File: config.mk
export PLATFORM = sky130hd
export DESIGN_NAME = dm163_column_scanner
export DESIGN_NICKNAME = d
export VERILOG_FILES = /design/src/rtl/dm163_column_scanner.sv
export SDC_FILE = /design/constraint.sdc
export NUM_CORES = 1
export LEC_CHECK = 0
export BUFFER_PORTS_ARGS = -buffer_cell sky130_fd_sc_hd__buf_2
export CAP_MARGIN = 30
export CORE_ASPECT_RATIO = 0.5
export CORE_MARGIN = 2
export CORE_UTILIZATION = 25
export CTS_BUF_LIST = sky130_fd_sc_hd__clkbuf_2
export DETAILED_ROUTE_END_ITERATION = 8
export SETUP_SLACK_MARGIN = 0.05
export SLEW_MARGIN = 20
export SYNTH_ARGS = -nofsm -noshare
export SYNTH_HDL_FRONTEND = slang
export SYNTH_SLANG_ARGS = --single-unit
File: constraint.sdc
create_clock -name clk -period 2.8 [get_ports clk]
set_clock_uncertainty 0.2 [all_clocks]
set_input_delay 0.56 -clock clk [delete_from_list [all_inputs] [get_ports clk]]
set_output_delay 0.56 -clock clk [all_outputs]
set_load 0.1 [all_outputs]
File: src/rtl/dm163_column_scanner.sv
// Scans an 8x8 RGB grid column by column into a DM163 driver: fetch word, shift MSB-first, latch, hold.
// Latency: one column per 2 + N_BITS*2*CLK_DIV + LAT_CYCLES + HOLD_CYCLES cycles, column data sampled in LOAD only.
// Backpressure: none; enable is honoured only at column boundaries, so a started column always completes.
module dm163_column_scanner #(
    parameter int N_COLS      = 8,
    parameter int N_BITS      = 192,
    parameter int CLK_DIV     = 4,
    parameter int LAT_CYCLES  = 2,
    parameter int HOLD_CYCLES = 2000
) (
    input  logic                      clk,
    input  logic                      rst_n,
    input  logic                      enable,
    output logic [$clog2(N_COLS)-1:0] read_col_idx,
    input  logic [N_BITS-1:0]         col_bits,
    output logic                      sda,
    output logic                      sck,
    output logic                      lat,
    output logic [N_COLS-1:0]         col_en,
    output logic                      frame_done
);

    localparam int CW = $clog2(N_COLS);
    localparam int DW = $clog2(2 * CLK_DIV);
    localparam int BW = $clog2(N_BITS);
    localparam int LW = (LAT_CYCLES > 1) ? $clog2(LAT_CYCLES) : 1;
    localparam int HW = (HOLD_CYCLES > 1) ? $clog2(HOLD_CYCLES) : 1;

    localparam logic [DW-1:0] DIV_LAST  = DW'(2 * CLK_DIV - 1);
    localparam logic [DW-1:0] DIV_HI    = DW'(CLK_DIV);
    localparam logic [BW-1:0] BIT_LAST  = BW'(N_BITS - 1);
    localparam logic [LW-1:0] LAT_LAST  = LW'(LAT_CYCLES - 1);
    localparam logic [HW-1:0] HOLD_LAST = HW'(HOLD_CYCLES - 1);
    localparam logic [CW-1:0] COL_LAST  = CW'(N_COLS - 1);

    typedef enum logic [2:0] {IDLE, BLANK, LOAD, SHIFT, LATCH, HOLD} state_t;

    state_t            state;
    logic [CW-1:0]     col;
    logic [N_BITS-1:0] shreg;
    logic [BW-1:0]     bit_cnt;
    logic [DW-1:0]     div;
    logic [LW-1:0]     lat_cnt;
    logic [HW-1:0]     hold_cnt;

    assign read_col_idx = col;

    // Outputs are registered alongside the state so each one lines up with the state it belongs to.
    always_ff @(posedge clk or negedge rst_n) begin
        if (!rst_n) begin
            state      <= IDLE;
            col        <= '0;
            shreg      <= '0;
            bit_cnt    <= '0;
            div        <= '0;
            lat_cnt    <= '0;
            hold_cnt   <= '0;
            sda        <= 1'b0;
            sck        <= 1'b0;
            lat        <= 1'b0;
            col_en     <= '0;
            frame_done <= 1'b0;
        end else begin
            case (state)
                IDLE: begin
                    if (enable) state <= BLANK;
                end
                BLANK: begin
                    state <= LOAD;
                end
                LOAD: begin
                    shreg   <= col_bits;
                    bit_cnt <= '0;
                    div     <= '0;
                    sda     <= col_bits[N_BITS-1];
                    sck     <= 1'b0;
                    state   <= SHIFT;
                end
                SHIFT: begin
                    if (div == DIV_LAST) begin
                        shreg <= shreg << 1;
                        div   <= '0;
                        sck   <= 1'b0;
                        if (bit_cnt == BIT_LAST) begin
                            sda     <= 1'b0;
                            lat     <= 1'b1;
                            lat_cnt <= '0;
                            state   <= LATCH;
                        end else begin
                            bit_cnt <= bit_cnt + BW'(1);
                            // next MSB presented while sck goes low, so sda never moves under a high sck
                            sda     <= shreg[N_BITS-2];
                        end
                    end else begin
                        div <= div + DW'(1);
                        sck <= ((div + DW'(1)) >= DIV_HI);
                    end
                end
                LATCH: begin
                    if (lat_cnt == LAT_LAST) begin
                        lat        <= 1'b0;
                        col_en     <= N_COLS'(1) << col;
                        hold_cnt   <= '0;
                        frame_done <= (HOLD_CYCLES == 1) && (col == COL_LAST);
                        state      <= HOLD;
                    end else begin
                        lat_cnt <= lat_cnt + LW'(1);
                    end
                end
                HOLD: begin
                    if (hold_cnt == HOLD_LAST) begin
                        col_en     <= '0;
                        frame_done <= 1'b0;
                        col        <= (col == COL_LAST) ? '0 : col + CW'(1);
                        state      <= enable ? BLANK : IDLE;
                    end else begin
                        hold_cnt   <= hold_cnt + HW'(1);
                        frame_done <= (col == COL_LAST) && ((hold_cnt + HW'(1)) == HOLD_LAST);
                    end
                end
                default: state <= IDLE;
            endcase
        end
    end

endmodule

==> qor.yml, run 1 <==
status: "finished clean"
hold_class: "primary input to async pin"
critical-path-slowest-cell: "dfrtp_1"
grtUsageTotal: 0.137
place_ws_ns: 0.419
finalSetupViolCount: 0
netlist_instances: 1088
finalCritPeriodShare: 0.916
grt_pass1_wl_um: 49100
start_util: 0.254
drtIter0Drc: 599
slew_headroom: 0.569
synth_nets: 1294
grt_max_degree: 149
report.final.slew_viol_count: 0
path_buf_inv: 1
clk_pin_slew_worst_paths_ns: 0.11
worst_slew_pin_slew_ns: 0.642
place_hpwl_um: 18200
cts_buffers: 58
dieHeight_um: 148
pwr-share-seq: 0.546
r2r-end: "shreg[118]"
core_area_um2: 40500
ys_seq_area_frac: 0.561
path_max_fanout: 7
ir_drop_uv: 216
cts_sinks: 231
io_pins: 210
powerDensity_nw_per_um2: 451
finalHoldWorstSlack_ns: 0.111
firstDrtPassIters: 4
yosys.cell_types.count: 50
rsz0062_at_grt: "false"
fmax_ghz: 0.390
clock_latency_ns: 0.86
endpoint: "read_col_idx[2]"
cts_max_level: 2
grt_pass1_vias: 9975
cp-start-kind: "register"
cts_root_buffer: "clkbuf_2"
multi_input_area_um2: 4060
antenna_found_initial: 5
r2r_slack_ns: 0.37
area_delta_synth_final_pct: 39.9
startpoint: "read_col_idx[2]"
drcViolationCount: 0
globalplace.congestion: 0.800
wl_per_cell_um: 14.6
timing.final.crit_period_ns: 2.56
num_rows: 52
utilization: 0.356
io_buffers: 209
dr_total_vias: 9728
critPathKind: "register to primary output"
fill_cells: 4110
cts_buffer_depth: 3
power.switching_uw: 1740
ctsResizeCount: 0
synth_edf_count: 0
clock_power_share: 0.359
ff_latch_area_um2: 5780
totalWireLength_um: 30100
die_w_um: 291
r2r-start: "div[0]"
ant_nets: 0
via_per_inst: 4.70
yosys_warnings: 0
final_layout_size_suffix_gt1_frac: 0.218
synthArstFlopShare: 1.00
die_area_um2: 42900
path_depth: 1
rr_worst_depth: 6
nNetsFinal: 1683
avgSynthCellArea_um2: 9.47
power.leakage_uw: 0.00593
power.internal_uw: 4760
swShare: 0.267
fin_setup_tns_ns: 0
path_cells: "buf_2"
critPathTopFamily: "flip-flops"
power_frac_comb: 0.095
ys_seq_elements: 231
cp_slowest_stage_delay_ns: 0.48
synth_area_um2: 10300
final-hold-violation-count: 0
required_ns: 2.04
tritoncts: "yes"
postCtsHoldBufs: 195
grt_remaining_overflow: 0
setup_ws_ns: 0.236
critPathCaptureType: "primary output"
maxCapViolCount: 0
postCtsSetupRepairBufs: 0
crit_arrival_ns: 1.80
ys.flop_type: "dfrtp_1"
## worst min-delay path by stage
stage	start	end	slack (ns)	cells after the start
final	rst_n	shreg[183]	0.11	3
after detailed placement	shreg[190]	sda	0.26	1
after global routing	rst_n	shreg[168]	0.04	3
after global placement	shreg[45]	shreg[45]	0.26	2
after floorplan	rst_n	bit_cnt[0]	0.06	0
after CTS	rst_n	shreg[168]	0.01	3
## sequential cells by signal, indices dropped and copies added, names as in the netlist, 2 cells and up
register / count
shreg: 191
hold_cnt: 11
bit_cnt: 8
col_en: 8
read_col_idx: 3
state: 3
div: 2
## stage by stage
stage | instance area [µm²] | total power, µW | cells
5_1_grt | 14400 | 6830 | 2067
6_report | 14400 | 6500 | 2068
4_1_cts | 14400 | 6590 | 2062
3_3_place_gp | 11900 | 3990 | 1762
3_5_place_dp | 11900 | 4000 | 1762
2_1_floorplan | 10300 | 3730 | 1088
## placed cells by master (no fill, tap or decap), drive strengths merged, types with 6 or more instances in the layout
master and count:
a21oi 8, a22o 7, buf 231, clkbuf 86, clkinv 16, dfrtp 231
diode 6, dlygate4sd3 194, ha 11, inv 19, mux2i 6, nand2 204
nand3 10, nand4 13, nor2 14, nor3 7, o21ai 205, o22ai 193
o31ai 7
## power groups by stage
stage / registers, µW / logic (µW) / clock network, µW
2_1_floorplan: 3600 / 136 / 0
3_3_place_gp: 3610 / 377 / 0
3_5_place_dp: 3610 / 389 / 0
4_1_cts: 3550 / 620 / 2420
5_1_grt: 3570 / 679 / 2580
6_report: 3550 / 615 / 2330
## metal layers
| layer | track usage | vias up | share of wire |
|---|---|---|---|
| met5 | 0 | - | 0 |
| met4 | 0.0676 | 0 | 0.039 |
| met3 | 0.0256 | 98 | 0.033 |
| met2 | 0.245 | 214 | 0.52 |
| met1 | 0.159 | 4631 | 0.41 |
| li1 | - | 4785 | - |
## synth_stat cells (5+ instances only)
library cell,instances,share of area
mux2i_1,6,0.0058
nor2_1,14,0.0051
o31ai_1,7,0.0051
a22o_1,7,0.0060
inv_1,16,0.0058
ha_1,11,0.013
o22ai_1,193,0.12
a21oi_1,8,0.0039
o21ai_0,205,0.10
nand2_1,204,0.074
nand3_1,10,0.0049
dfrtp_1,231,0.56
nand4_1,13,0.0079
buf_1,8,0.0029
nand2b_1,5,0.0030
nor3_1,7,0.0034
clkbuf_1,65,0.024
buf_2,20,0.0097
## final cells by class
class	count	area share
timing repair buffer	425	0.228
clock inverter	19	0.00677
multi-input combinational	744	0.282
antenna	6	0.00104
sequential	231	0.401
clock buffer	86	0.0299
tap	540	0.0469
inverter	17	0.00478
## kinds of logic after synthesis
group,synth area share
flops,0.561
simple gates,0.119
compound gates,0.247
mux,0.0102
xor+xnor,0.00340
fa+ha+maj,0.0134
buf+inv,0.0454
Note: power is estimated with default switching activity, not from simulation.
==> inputs of run 2 (changes only) <==
--- a/config.mk
+++ b/config.mk
@@ -7,7 +7,7 @@
 export LEC_CHECK = 0
 export BUFFER_PORTS_ARGS = -buffer_cell sky130_fd_sc_hd__buf_2
 export CAP_MARGIN = 30
-export CORE_ASPECT_RATIO = 0.5
+export CORE_ASPECT_RATIO = 1.75
 export CORE_MARGIN = 2
 export CORE_UTILIZATION = 25
 export CTS_BUF_LIST = sky130_fd_sc_hd__clkbuf_2
==> run 2 against run 1 <==
  * Global-route usage is 0.13 points higher
  * Worst setup slack better by 0.048 ns
  * Critical path type unchanged
  * Critical path depth stayed put
  * Design area is 0.87% higher
  * Via count is 1.2% higher
  * Clock power is 6% lower
  * Flip-flop and latch count stayed put
  * Non-clock buffer count is 12 higher
  * Register-to-register slack worse by 0.04 ns
  * Die area hardly changed
==> qor.yml, run 2 (synthesis gave the netlist of run 1 again) <==
status: "finished clean"
ant_nets: 0  # unchanged
utilization: 0.357  # +0.00154
dieHeight_um: 273  # +85%
timing.final.crit_period_ns: 2.52  # -0.0481 ns
totalWireLength_um: 30400  # +0.77%
cp-start-kind: "register"
grt_remaining_overflow: 0  # unchanged
path_max_fanout: 5  # -2
rsz0062_at_grt: "false"
path_cells: "buf_2"
critPathCaptureType: "primary output"
dr_total_vias: 9846  # +1.2%
clock_latency_ns: 0.88  # +0.02 ns
antenna_found_initial: 1  # -4
required_ns: 2.04  # about the same
grt_pass1_vias: 10100  # +1.1%
min_delay_path_depth: 3
cts_buffers: 56  # -3.4%
critPathKind: "register to primary output"
start_util: 0.253  # -0.00109
finalSetupViolCount: 0  # unchanged
layout_common_cells: "dfrtp_1, buf_2, o21ai_0"
final_area_um2: 14500  # +0.87%
path_buf_inv: 1  # unchanged
die_w_um: 157  # -46%
nNetsFinal: 1693  # +0.59%
wl_per_cell_um: 14.6  # about the same
tritoncts: "yes"
dpl_cell_area_um2: 12100  # +1.4%
fin_setup_tns_ns: 0  # unchanged
grt_max_degree: 122  # -18%
die_area_um2: 42900  # about the same
io_pins: 210  # unchanged
crit_arrival_ns: 1.76  # -0.04 ns
final_layout_size_suffix_gt1_frac: 0.223  # +0.00474
area_delta_synth_final_pct: 41.1
finalHoldWorstSlack_ns: 0.280  # +0.169 ns
critPathTopFamily: "buffers and inverters"
report.final.slew_viol_count: 0  # unchanged
power.leakage_uw: 0.00599  # +0.95%
slew_headroom: 0.566  # -0.00302
regMostFlops: "shreg"
rr_worst_depth: 6  # unchanged
firstDrtPassIters: 4  # unchanged
globalplace.congestion: 0.764  # -4.5%
top_regs: "shreg x191, hold_cnt x11"
drtIter0Drc: 535  # -11%
ir_drop_uv: 247  # +14%
maxCapViolCount: 0  # unchanged
clk_pin_slew_worst_paths_ns: 0.12  # about the same
postCtsSetupRepairBufs: 0  # unchanged
grtUsageTotal: 0.139  # +0.00134
io_buffers: 209  # unchanged
r2r-end: "shreg[51]"
cts_buffer_depth: 3  # unchanged
drcViolationCount: 0  # unchanged
num_rows: 98  # +88%
cp_slowest_stage_delay_ns: 0.44  # -0.04 ns
worst_slew_pin_slew_ns: 0.646  # +0.00449 ns
finalCritPeriodShare: 0.899  # -0.0172
startpoint: "read_col_idx[0]"
largest_reg_flops: 191  # unchanged
critical-path-slowest-cell: "buf_2"
place_hpwl_um: 18900  # +3.8%
cts_max_level: 2  # unchanged
hold_path_end: "shreg[0]"
grt_pass1_wl_um: 48700  # -0.81%
final-hold-violation-count: 0  # unchanged
powerDensity_nw_per_um2: 438  # -2.8%
fmax_ghz: 0.397  # +1.9%
core_area_um2: 40700  # +0.43%
r2r_slack_ns: 0.33  # -0.04 ns
cts_sinks: 231  # unchanged
cts_root_buffer: "clkbuf_2"
final_common_cell: "dfrtp_1"
via_per_inst: 4.73  # +0.48%
hold_class: "primary input to register"
r2r-start: "div[0]"
min-delay-start: "col_bits[0]"
run 2: cell types whose count changed in the layout (fill, tap and decap cells not counted):
cell           before  now
buf_4              13   18
bufinv_16           1    0
clkbuf_2           86   82
buf_2             208  207
clkinv_2            0    3
buf_16              1    0
clkinv_1           16   14
dlygate4sd3_1     194  195
diode_2             6    3
buf_12              8   15
clkbuf_4            0    1
run 2: worst max-delay path by stage:
stage          slack (ns)         endpoint  depth (start not counted)
4_1_cts              0.07  read_col_idx[2]                          1
6_report             0.28  read_col_idx[0]                          1
5_1_grt              0.09        shreg[47]                          6
3_5_place_dp         0.42        shreg[10]                          6
2_1_floorplan        0.13       bit_cnt[2]                          7
3_3_place_gp         0.46         shreg[8]                          6
run 2: per-stage QoR:
step                std cells  power [µW]  setup WS (ns)
floorplan                1088        3730          0.132
global placement         1783        4000          0.457
detailed placement       1783        4010          0.415
CTS                      2080        6510         0.0726
global route             2081        6740         0.0897
finish                   2083        6370          0.284
run 2: power breakdown:
group | total, µW | leakage [µW] | switching [µW] | internal [µW]
Clock | 2200 | 0.000383 | 1410 | 787
Combinational | 620 | 0.00285 | 236 | 384
Sequential | 3550 | 0.00276 | 79.9 | 3470
run 2: worst reg2reg max path: cells and delay by family, from the launching register on:
kind | cells | cell delay (ns)
AOI/OAI and AO/OA | 1 | 0.26
adders and majority gates | 2 | 0.42
DFF | 1 | 0.42
and+or+nand+nor | 2 | 0.63
buffers and inverters | 1 | 0.40
run 2: timing repair:
item | 4_1_cts | 5_1_grt
resized for setup | 0 | 1
endpoints found under the setup margin | 0 | 1
hold buffers | 196 | 0
hold endpoints to repair | 424 | 0
run 2: layout make-up:
| cell class | instances | area, µm² |
|---|---|---|
| antenna | 3 | 7.51 |
| tap | 550 | 688 |
| clock buffer | 82 | 410 |
| sequential | 231 | 5780 |
| clock inverter | 19 | 75.1 |
| inverter | 17 | 68.8 |
| fill | 4134 | 26200 |
| timing repair buffer | 437 | 3450 |
| multi-input combinational | 744 | 4060 |
run 2: routing by layer:
layer	wire length, µm	GRT usage	part of all wire
met5	0	0	0
met4	1290	0.0756	0.043
met3	1250	0.0249	0.041
met2	15800	0.249	0.52
met1	12100	0.152	0.40
